===== src/rtl/alu_pkg.sv =====
// Shared definitions for the bit-serial (slice-serial) ALU.
//   - Default operand width and slice width.
//   - Op-code enum and the controller state enum.
//   - Helpers that classify op-codes for carry seeding and flag generation.
package alu_pkg;

  localparam int ALU_WIDTH = 32;
  localparam int ALU_SLICE = 4;

  typedef enum logic [2:0] {
    OP_NOT  = 3'b000,
    OP_AND  = 3'b001,
    OP_OR   = 3'b010,
    OP_XOR  = 3'b011,
    OP_ADD  = 3'b100,
    OP_SUB  = 3'b101,
    OP_NEG  = 3'b110,
    OP_PASS = 3'b111
  } alu_op_e;

  typedef enum logic [1:0] {
    ST_IDLE = 2'd0,
    ST_BUSY = 2'd1,
    ST_DONE = 2'd2
  } alu_state_e;

  function automatic logic is_arith(alu_op_e op);
    return (op == OP_ADD) || (op == OP_SUB) || (op == OP_NEG);
  endfunction

  // SUB and NEG are done as x + ~y + 1, so the chain starts with carry 1.
  function automatic logic carry_init(alu_op_e op);
    return (op == OP_SUB) || (op == OP_NEG);
  endfunction

endpackage


===== src/rtl/alu_slice.sv =====
// Combinational SLICE-bit ALU slice.
// Ports:
//   op       : operation code
//   a_s, b_s : operand slices
//   c_in     : carry into the slice (from the carry register)
//   r_s      : result slice
//   c_out    : carry out of the slice (0 for non-arithmetic ops)
//   msb_c_in : carry into the top bit of the slice, used for signed overflow
module alu_slice
  import alu_pkg::*;
#(
  parameter int SLICE = ALU_SLICE
) (
  input  alu_op_e          op,
  input  logic [SLICE-1:0] a_s,
  input  logic [SLICE-1:0] b_s,
  input  logic             c_in,
  output logic [SLICE-1:0] r_s,
  output logic             c_out,
  output logic             msb_c_in
);

  logic [SLICE-1:0] x;
  logic [SLICE-1:0] y;
  logic [SLICE:0]   sum;

  always_comb begin
    x = '0;
    y = '0;
    case (op)
      OP_ADD: begin x = a_s; y = b_s;  end
      OP_SUB: begin x = a_s; y = ~b_s; end
      OP_NEG: begin x = '0;  y = ~a_s; end
      default: ;
    endcase

    sum = {1'b0, x} + {1'b0, y} + {{SLICE{1'b0}}, c_in};

    case (op)
      OP_NOT:  r_s = ~a_s;
      OP_AND:  r_s = a_s & b_s;
      OP_OR:   r_s = a_s | b_s;
      OP_XOR:  r_s = a_s ^ b_s;
      OP_PASS: r_s = a_s;
      default: r_s = sum[SLICE-1:0];
    endcase

    c_out    = is_arith(op) & sum[SLICE];
    // Sum bit = x ^ y ^ carry-in, so the carry into the top bit falls out directly.
    msb_c_in = x[SLICE-1] ^ y[SLICE-1] ^ sum[SLICE-1];
  end

endmodule


===== src/rtl/alu_seq.sv =====
// Slice-serial ALU: accepts one request, processes WIDTH/SLICE slices (one
// per cycle, LSB first), then presents result and {N,Z,C,V} until consumed.
// Ports:
//   clk, rst_n           : clock, synchronous active-low reset
//   in_valid / in_ready  : request handshake (op, a, b)
//   out_valid / out_ready: result handshake (result, flags)
//
// state   | meaning
// --------+------------------------------------------------------------
// ST_IDLE | waiting for a request; in_ready high
// ST_BUSY | one slice processed per cycle, carry chained via carry_q
// ST_DONE | result/flags held; out_valid high until out_ready
module alu_seq
  import alu_pkg::*;
#(
  parameter int WIDTH = ALU_WIDTH,
  parameter int SLICE = ALU_SLICE
) (
  input  logic             clk,
  input  logic             rst_n,
  input  logic             in_valid,
  output logic             in_ready,
  input  logic [2:0]       op,
  input  logic [WIDTH-1:0] a,
  input  logic [WIDTH-1:0] b,
  output logic             out_valid,
  input  logic             out_ready,
  output logic [WIDTH-1:0] result,
  output logic [3:0]       flags
);

  localparam int NSL = WIDTH / SLICE;
  localparam int CW  = (NSL > 1) ? $clog2(NSL) : 1;

  alu_state_e       state_q, state_d;
  logic [CW-1:0]    cnt_q, cnt_d;
  logic [WIDTH-1:0] a_q, a_d;
  logic [WIDTH-1:0] b_q, b_d;
  alu_op_e          op_q, op_d;
  logic             carry_q, carry_d;
  logic [WIDTH-1:0] result_q, result_d;
  logic [3:0]       flags_q, flags_d;

  logic [31:0]      base;
  logic [SLICE-1:0] r_s;
  logic             c_out;
  logic             msb_c_in;

  assign base = 32'(cnt_q) * 32'(SLICE);

  alu_slice #(.SLICE(SLICE)) u_slice (
    .op       (op_q),
    .a_s      (a_q[base +: SLICE]),
    .b_s      (b_q[base +: SLICE]),
    .c_in     (carry_q),
    .r_s      (r_s),
    .c_out    (c_out),
    .msb_c_in (msb_c_in)
  );

  always_comb begin
    state_d  = state_q;
    cnt_d    = cnt_q;
    a_d      = a_q;
    b_d      = b_q;
    op_d     = op_q;
    carry_d  = carry_q;
    result_d = result_q;
    flags_d  = flags_q;

    case (state_q)
      ST_IDLE: begin
        if (in_valid) begin
          state_d = ST_BUSY;
          a_d     = a;
          b_d     = b;
          op_d    = alu_op_e'(op);
          cnt_d   = '0;
          carry_d = carry_init(alu_op_e'(op));
        end
      end
      ST_BUSY: begin
        result_d[base +: SLICE] = r_s;
        carry_d = c_out;
        cnt_d   = cnt_q + CW'(1);
        if (cnt_q == CW'(NSL - 1)) begin
          state_d = ST_DONE;
          cnt_d   = '0;
          // Flags are taken from the fully assembled result including this last slice.
          flags_d = {result_d[WIDTH-1],
                     (result_d == '0),
                     c_out,
                     is_arith(op_q) & (msb_c_in ^ c_out)};
        end
      end
      ST_DONE: begin
        if (out_ready) state_d = ST_IDLE;
      end
      default: state_d = ST_IDLE;
    endcase
  end

  always_ff @(posedge clk) begin
    if (!rst_n) begin
      state_q  <= ST_IDLE;
      cnt_q    <= '0;
      a_q      <= '0;
      b_q      <= '0;
      op_q     <= OP_NOT;
      carry_q  <= 1'b0;
      result_q <= '0;
      flags_q  <= '0;
    end else begin
      state_q  <= state_d;
      cnt_q    <= cnt_d;
      a_q      <= a_d;
      b_q      <= b_d;
      op_q     <= op_d;
      carry_q  <= carry_d;
      result_q <= result_d;
      flags_q  <= flags_d;
    end
  end

  assign in_ready  = (state_q == ST_IDLE);
  assign out_valid = (state_q == ST_DONE);
  assign result    = result_q;
  assign flags     = flags_q;

endmodule


===== config.mk =====
export PLATFORM = sky130hd
export DESIGN_NAME = alu_seq
export DESIGN_NICKNAME = d
export VERILOG_FILES = /design/src/rtl/alu_pkg.sv /design/src/rtl/alu_slice.sv /design/src/rtl/alu_seq.sv
export SDC_FILE = /design/constraint.sdc
export NUM_CORES = 1
export LEC_CHECK = 0
export BUFFER_PORTS_ARGS = -buffer_cell sky130_fd_sc_hd__buf_2
export CORE_UTILIZATION = 60
export CTS_CLUSTER_DIAMETER = 200
export DETAILED_ROUTE_END_ITERATION = 10
export PLACE_DENSITY = 0.86
export SLEW_MARGIN = 20
export SYNTH_ARGS = -nofsm -noshare
export SYNTH_HDL_FRONTEND = slang
export SYNTH_SLANG_ARGS = --single-unit
export TNS_END_PERCENT = 1

===== constraint.sdc =====
create_clock -name clk -period 6.9 [get_ports clk]
set_input_delay 0.345 -clock clk [delete_from_list [all_inputs] [get_ports clk]]
set_output_delay 0.345 -clock clk [all_outputs]
set_load 0.02 [all_outputs]

==> flow_metrics.tcl <==
set metrics [dict create \
    critPathMaxFanout 36 \
    power.leakage_nw 2.654 \
    synth_top_area_share_pct 39.01 \
    synth_nets 794 \
    dominantRegCellSynth "dfxtp_1" \
    setup_tns_ns 0 \
    die_w_um 98.56 \
    period_minus_slack_ns 4.523 \
    cts.sinks 109 \
    cts.clk_slew.worst_paths_ns 0.10 \
    clock_skew_ns 0.01313 \
    status "finished, final reports clean" \
    vias_per_cell 5.960 \
    drive_gt1_share_pct 19.54 \
    rsz0062_at_grt "false" \
    min_path_type "input port to flop" \
    syn_area_sq_mm 0.005594 \
    worstMarginPinSlew_ns 1.081 \
    synthArstFlopShare_pct 0 \
    dpl.hpwl_um 9443 \
    maxSlewViolCount 0 \
    pin_count 109 \
    start_kind "flop" \
    reg2reg_depth 13 \
    crit_type "flop to flop" \
    syn_inst 703 \
    hold_ws_ns 0.1927 \
    grt.overflow.total 0 \
    post_drt_wl_per_cell_um 15.36 \
    p_total_mw 1.317 \
    ys_types 59 \
    synth_area_leader_cell "dfxtp_1" \
    antenna_found_initial 0 \
    synthToLayoutAreaGrowth_pct 12.79 \
    grt_pass1_vias 5122 \
    ant_nets 0 \
    endpoint_kind "flop" \
    grt_pass1_wl_um 23590 \
    placed_area_sq_mm 0.006098 \
    hold_buffers 0 \
    clk_path_buf_depth 2 \
    die_h_um 98.56 \
    cts_setup_buffers 0 \
    ys_seq_area_share_pct 39.01 \
    finalHoldViolCount 0 \
    setup_viol 0 \
    route.detailed.drc 0 \
    initial_core_util_pct 62.92 \
    globalplace.congestion 0.9817 \
    drtIter0Drc 458 \
    cts_tree "done" \
    grt.total_usage_pct 29.68 \
    ir_worst_vdd_v 0.0001360 \
    clkLatencyLatePin_ns 0.38 \
    clockRootBuffer "clkbuf_8" \
    synth-edff-count 0 \
    grt_max_degree 110 \
    syn_avg_cell_area_sq_um 7.957 \
    nets 870 \
    finalCritPeriodShare_pct 65.55 \
    cts_resized 0 \
    nFillCells 678 \
    fmax_mhz 221.1 \
    utilization_pct 70.97 \
    io_buffer_count 108 \
    ys_ff_latch 109 \
    synth_most_common_cell "nand2_1" \
    worstPathRequired_ns 7.21 \
    fin_area_sq_mm 0.006310 \
    synth.area.top_cells "dfxtp_1 (39%), nand2_1 (12%), a21oi_1 (9.6%)" \
    row_count 34 \
    power_density_mw_per_mm2 208.7 \
    core-area_sq_mm 0.008891 \
    maxSlewHeadroom_pct 27.90 \
    cts_buffers 9 \
    synthTopCellsByCount "nand2_1 (173), dfxtp_1 (109), a21oi_1 (107)" \
    whs_path_depth 3 \
    cap_violations 0 \
    die_area_sq_mm 0.009714 \
    crit_arrival_ns 4.84 \
    finalWirelength_um 13690 \
    diodes 0 \
    vias 5310 \
    drt_first_pass_iters 5 \
    yosys_warnings 0 \
    htreeDepth 3 \
]
-- cell families after synthesis --
family	after synthesis	share of synthesized area, %
xor gates and xnor gates	3	0.4698
adders and majority gates	20	4.742
muxes	36	10.02
buffers and inverters	66	4.898
and+or+nand+nor	317	25.54
DFF	109	39.01
AOI/OAI and AO/OA	152	15.32
-- final timing paths --
check | slack [ns] | endpoint | start
worst min register to register | 0.45 | flags[0] | flags[0]
worst max register to register | 2.38 | flags[2] | cnt_q[0]
worst max-delay path | 2.38 | flags[2] | cnt_q[0]
worst min-delay path | 0.19 | b_q[6] | b[6]
-- layer usage --
| layer | track usage [%] | routed length [um] |
|---|---|---|
| met3 | 5.461 | 940 |
| met5 | 0 | 0 |
| met4 | 11.94 | 284 |
| met1 | 37.64 | 5684 |
| met2 | 50.16 | 6781 |
-- power breakdown --
| group | leakage (nW) | internal (mW) | total (mW) | switching, mW |
|---|---|---|---|---|
| registers | 0.890 | 0.658 | 0.687 | 0.0292 |
| logic | 1.66 | 0.0842 | 0.214 | 0.130 |
| clock network | 0.105 | 0.203 | 0.416 | 0.213 |
| total | 2.65 | 0.944 | 1.32 | 0.373 |
-- sequential cells by signal, summed over array words and instances, names as in the netlist --
register,flops
cnt_q,3
state_q,2
carry_q,1
flags,4
result,32
b_q,32
a_q,32
op_q,3
-- stage by stage --
stage / setup WS, ns / instances
finish: 2.377 / 891
global route: 2.112 / 891
CTS: 2.412 / 891
detailed placement: 2.519 / 876
global placement: 2.630 / 876
floorplan: 3.307 / 703
-- cell type report --
type / count / area [sq um] / area share [%]
repair buffers: 111 / 563.0 / 8.923
clock buffers: 9 / 123.9 / 1.963
multi-input cells: 528 / 3143 / 49.81
inverters: 20 / 75.07 / 1.190
well taps: 108 / 135.1 / 2.142
flip-flops and latches: 109 / 2183 / 34.60
clock inverters: 6 / 86.33 / 1.368
-- critical path, cell delays in order (launching register included) --
cell and delay (ns):
dfxtp_2 0.98, mux4_2 0.63, mux2i_4 0.21, inv_1 0.10
a211o_1 0.31, a21boi_1 0.18, fa_1 0.23, inv_1 0.06
fa_1 0.47, a31oi_1 0.06, nor3_4 0.48, o22ai_1 0.19
nor4_1 0.34, a31o_1 0.18
-- cell usage in the layout, fill, tap and decap left out, drive strengths merged, types with 9 or more instances in the layout --
cell | synthesis | final
a21oi | 108 | 108
mux2i | 22 | 22
mux4 | 14 | 14
nor2b | 12 | 12
clkbuf | 39 | 9
ha | 18 | 18
nor2 | 53 | 53
dfxtp | 109 | 109
nand3 | 9 | 9
nand2 | 173 | 173
inv | 19 | 20
nor4 | 15 | 15
buf | 7 | 111
nor3 | 16 | 16
o21ai | 11 | 11
Power figures use the tool's default switching activity.
